<file path="config.mk">
export PLATFORM = sky130hd
export DESIGN_NAME = ysyx_22040750_if_fetch
export DESIGN_NICKNAME = d
export VERILOG_FILES = /design/src/rtl/ysyx_22040750_if_fetch.sv
export SDC_FILE = /design/constraint.sdc
export NUM_CORES = 1
export LEC_CHECK = 0
export ABC_AREA = 1
export BUFFER_PORTS_ARGS = -buffer_cell sky130_fd_sc_hd__buf_2
export CAP_MARGIN = 20
export CORE_ASPECT_RATIO = 0.8
export CORE_MARGIN = 3
export CORE_UTILIZATION = 53
export DETAILED_ROUTE_END_ITERATION = 16
export GPL_TIMING_DRIVEN = 0
export PLACE_DENSITY = 0.85
export RECOVER_POWER = 100
export SETUP_SLACK_MARGIN = 0.05
export SLEW_MARGIN = 0
export SYNTH_ARGS = -nofsm -noshare
export SYNTH_HDL_FRONTEND = slang
export SYNTH_SLANG_ARGS = --single-unit
</file>
<file path="constraint.sdc">
create_clock -name I_sys_clk -period 3 [get_ports I_sys_clk]
set_input_delay 0.15 -clock I_sys_clk [delete_from_list [all_inputs] [get_ports I_sys_clk]]
set_output_delay 0.15 -clock I_sys_clk [all_outputs]
set_load 0.01 [all_outputs]
</file>
<file path="src/rtl/ysyx_22040750_if_fetch.sv">
// Instruction-fetch stage: owns the PC, issues one outstanding fetch at a time,
// and holds the fetched {pc, inst} on the IF->ID valid/allowin handshake.
// Redirects override the PC and discard any fetch still in flight or held.
module ysyx_22040750_if_fetch #(
    parameter logic [31:0] RESET_PC = 32'h8000_0000,
    parameter logic [31:0] PC_STEP  = 32'd4
) (
    input  logic        I_sys_clk,
    input  logic        I_rst,
    output logic        O_imem_req_valid,
    output logic [31:0] O_imem_addr,
    input  logic        I_imem_req_ready,
    input  logic        I_imem_resp_valid,
    input  logic [31:0] I_imem_rdata,
    input  logic        I_redirect_valid,
    input  logic [31:0] I_redirect_pc,
    input  logic        I_IF_ID_allowin,
    output logic        O_IF_ID_valid,
    output logic [31:0] O_pc,
    output logic [31:0] O_inst
);

    typedef enum logic [1:0] {
        IDLE = 2'd0,
        REQ  = 2'd1,
        WAIT = 2'd2,
        HOLD = 2'd3
    } state_t;

    state_t      state;
    state_t      state_nxt;
    logic [31:0] pc;
    logic        drop;          // in-flight response belongs to a squashed fetch
    logic        req_fire;
    logic        out_fire;
    logic        capture;
    logic [31:0] redirect_tgt;

    assign req_fire     = O_imem_req_valid & I_imem_req_ready;
    assign out_fire     = O_IF_ID_valid & I_IF_ID_allowin;
    // Redirect targets are word aligned; low two bits are simply cleared.
    assign redirect_tgt = I_redirect_pc & ~32'h3;
    // A response is kept only if nothing squashed it before or during arrival.
    assign capture      = (state == WAIT) & I_imem_resp_valid & ~drop & ~I_redirect_valid;

    // State register
    always_ff @(posedge I_sys_clk) begin
        if (I_rst) state <= IDLE;
        else       state <= state_nxt;
    end

    // Next-state logic; any redirect ends up back in REQ at the new PC
    always_comb begin
        state_nxt = state;
        case (state)
            IDLE: state_nxt = REQ;
            REQ:  if (req_fire) state_nxt = WAIT;
            WAIT: if (I_imem_resp_valid) state_nxt = (drop | I_redirect_valid) ? REQ : HOLD;
            HOLD: if (out_fire | I_redirect_valid) state_nxt = REQ;
            default: state_nxt = IDLE;
        endcase
    end

    // Outputs decoded from state; the address is always the live PC
    always_comb begin
        O_imem_req_valid = (state == REQ);
        O_IF_ID_valid    = (state == HOLD);
        O_imem_addr      = pc;
    end

    // Drop flag: set when a redirect lands on an accepted-but-unanswered fetch
    always_ff @(posedge I_sys_clk) begin
        if (I_rst) begin
            drop <= 1'b0;
        end else begin
            case (state)
                REQ:     if (req_fire) drop <= I_redirect_valid;
                WAIT: begin
                    if (I_imem_resp_valid)     drop <= 1'b0;
                    else if (I_redirect_valid) drop <= 1'b1;
                end
                default: drop <= 1'b0;
            endcase
        end
    end

    // PC: redirect wins over sequential advance on a completed transfer
    always_ff @(posedge I_sys_clk) begin
        if (I_rst)                             pc <= RESET_PC;
        else if (I_redirect_valid)             pc <= redirect_tgt;
        else if ((state == HOLD) && out_fire)  pc <= pc + PC_STEP;
    end

    // Output holding register, loaded only from a kept response
    always_ff @(posedge I_sys_clk) begin
        if (I_rst) begin
            O_pc   <= 32'd0;
            O_inst <= 32'd0;
        end else if (capture) begin
            O_pc   <= pc;
            O_inst <= I_imem_rdata;
        end
    end

endmodule

</file>
==> impl_metrics.tcl <==
set metrics [dict create \
    status "finished clean" \
    internal-power_uw 1910 \
    fin_cells 942 \
    synth_area_sq_um 4540 \
    grt_max_degree 18 \
    regToRegStartpoint "state[0]$_SDFFE_PP0P_" \
    via_per_inst 5.53 \
    synth_top_area_share_pct 41.9 \
    min_to "O_inst[30]$_SDFFE_PP0P_" \
    port_buffers 159 \
    fp.dieH_um 88.7 \
    drtIter0Drc 474 \
    worstRegToRegCells 6 \
    ys_ff_latch 95 \
    syn_avg_cell_area_sq_um 6.91 \
    hold_violations 0 \
    vias 5210 \
    cp_slowest_cell "clkbuf_1" \
    syn_to_final_growth_pct 21.5 \
    power_density_nw_per_um2 512 \
    grt.overflow.total 0 \
    reg2reg_slack_ns 0.65 \
    power_uw 2820 \
    ys_top_cells_by_area "dfxtp_1, nand2_1, nand3_1, a21oi_1, nor2_1" \
    tns_ns 0 \
    cp.arrival_ns 2.66 \
    power.switching_uw 917 \
    r2r-end "O_imem_addr[21]$_SDFFE_PP0P_" \
    async_flop_share_pct 0 \
    fp.dieW_um 109 \
    cp_cell_sequence "ha_1 -> nand2_1 -> nor2_1 -> clkbuf_1 -> nand3_1 -> a21oi_1" \
    setup_viol_count_final 0 \
    path_clk_slew_ns 0.10 \
    finalWirelength_um 15000 \
    layout-drive-gt1-share_pct 12.4 \
    nNetsFinal 903 \
    yosys_warnings 0 \
    core_sq_um 8130 \
    postLayoutCoreUtil_pct 67.8 \
    timing.final.crit_share_pct 78.4 \
    seq_power_share_pct 49.8 \
    grt_pass1_wl_um 22900 \
    dp_cells 926 \
    worst_setup_path_start_kind "register" \
    drv_slew 0 \
    ant_nets 0 \
    worstPathRequired_ns 3.31 \
    vdd_ir_drop_max_mv 0.253 \
    synth_edf_count 0 \
    ys.flop_type "dfxtp_1" \
    cts-hold-fix-buffers 0 \
    power.share.clock_pct 32.0 \
    cap_violations 0 \
    p_sw_share_pct 32.5 \
    dr.pass1.iters 5 \
    ys_seq_area_share_pct 41.9 \
    start_util_pct 55.8 \
    layout_commonest_cell "nand2_1" \
    antenna_found_initial 0 \
    cts_tree "yes" \
    grt_usage_pct 30.4 \
    fillers 794 \
    hold_depth 3 \
    rows 29 \
    tightest_slew_ns 0.738 \
    criticalPathCategory "reg -> reg" \
    clkSinkCount 95 \
    min-delay-start "I_imem_rdata[30]" \
    p_leak_uw 0.00209 \
    postCtsSetupBuffers 0 \
    routabilityCongestion 0.974 \
    diodes 0 \
    max_stage_delay_ns 0.52 \
    htree_levels 3 \
    cts_resized 0 \
    ys_types 36 \
    rsz0062_at_grt "no" \
    clk_latency_ns 0.38 \
    hpwl_um 11200 \
    period_needed_ns 2.35 \
    root_buffer "clkbuf_8" \
    ctsLongestPathBuffers 2 \
    synthCells 656 \
    combPwrFrac_pct 18.2 \
    critical_path.endpoint_type "register" \
    routedWlPerCell_um 15.9 \
    drc 0 \
    cp_max_fo 10 \
    cts-buffers-inserted 9 \
    die_area_sq_um 9710 \
    ios 168 \
    mostFrequentLayoutCells "nand2_1, clkbuf_1, dfxtp_1" \
    relSlewSlack_pct 50.8 \
    hold_class "in -> reg" \
    finClkSkew_ns 0.00896 \
    yosysTopAreaCell "dfxtp_1" \
    fmax_mhz 425 \
    grt_pass1_vias 4729 \
]
cell usage after synthesis, types with 3 or more instances:
cell type  instances
nand2_1          171
dfxtp_1           95
nand3_1           89
a21oi_1           81
nor2_1            50
inv_1             44
clkbuf_1          25
o21ai_0           22
buf_2              9
a31oi_1            8
buf_4              5
nand2_2            5
nor3_1             5
xnor2_1            5
ha_1               4
nand4_1            4
nor2_2             4
nor2_4             4
a22o_1             3
nand3b_1           3
xor2_1             3
worst max path at each step:
stage | startpoint | to
4_1_cts | state[0]$_SDFFE_PP0P_ | O_pc[31]$_SDFFE_PP0P_
2_1_floorplan | O_imem_addr[3]$_SDFFE_PP0P_ | O_imem_addr[22]$_SDFFE_PP0P_
3_3_place_gp | state[0]$_SDFFE_PP0P_ | O_pc[31]$_SDFFE_PP0P_
5_1_grt | state[0]$_SDFFE_PP0P_ | O_imem_addr[21]$_SDFFE_PP0P_
6_report | state[0]$_SDFFE_PP0P_ | O_imem_addr[21]$_SDFFE_PP0P_
3_5_place_dp | state[0]$_SDFFE_PP0P_ | O_pc[6]$_SDFFE_PP0P_
worst max-delay path, delay by kind of cell, from the launching register on:
| family | cells | cell delay (ns) |
|---|---|---|
| simple gates | 3 | 0.98 |
| fa+ha+maj | 1 | 0.21 |
| compound gates | 1 | 0.17 |
| flops | 1 | 0.41 |
| buf+inv | 1 | 0.52 |
stage by stage:
stage	worst slack, ns	hold WS (ns)	instance area, sq um
final	0.648	0.0326	5510
after CTS	0.811	0.0265	5680
after detailed placement	0.809	0.425	5480
after floorplan	1.43	0.313	4550
after global placement	0.944	0.423	5480
after global routing	0.562	0.0272	5510
power by group through the flow:
stage	registers, uW	logic, uW	clock network [uW]
after global routing	1410	569	959
after detailed placement	1430	524	0
after CTS	1400	526	906
final	1410	514	903
after global placement	1420	502	0
after floorplan	1440	302	0
registers in the layout, summed over array words and instances, names as in the netlist:
signal / count
O_inst: 32
O_imem_addr: 30
O_pc: 30
state: 2
drop: 1
layer usage:
metal	up-vias	global-route usage (%)	wire length, um
met5	-	0	0
met4	0	9.17	329
met3	34	6.78	1500
met2	282	50.4	6840
met1	2405	39.8	6330
li1	2489	-	-
kinds of logic after synthesis:
logic type / count (synthesis) / share of synthesized area (%)
AO/OA/AOI/OAI: 121 / 14.2
XOR/XNOR: 8 / 1.54
adder cells (fa/ha/maj): 4 / 1.10
buffers and inverters: 87 / 8.08
flip-flops: 95 / 41.9
other: 1 / 0.0827
AND/OR/NAND/NOR: 340 / 33.0
area by class of cell:
cell class / count / area [sq um] / area share [%]
clock inverter: 6 / 76.3 / 1.38
timing repair buffer: 159 / 678 / 12.3
sequential: 95 / 1900 / 34.5
multi-input combinational: 477 / 2230 / 40.5
buffer: 40 / 184 / 3.34
inverter: 47 / 178 / 3.22
clock buffer: 10 / 128 / 2.32
tap: 108 / 135 / 2.45
Power figures use the tool's default switching activity.
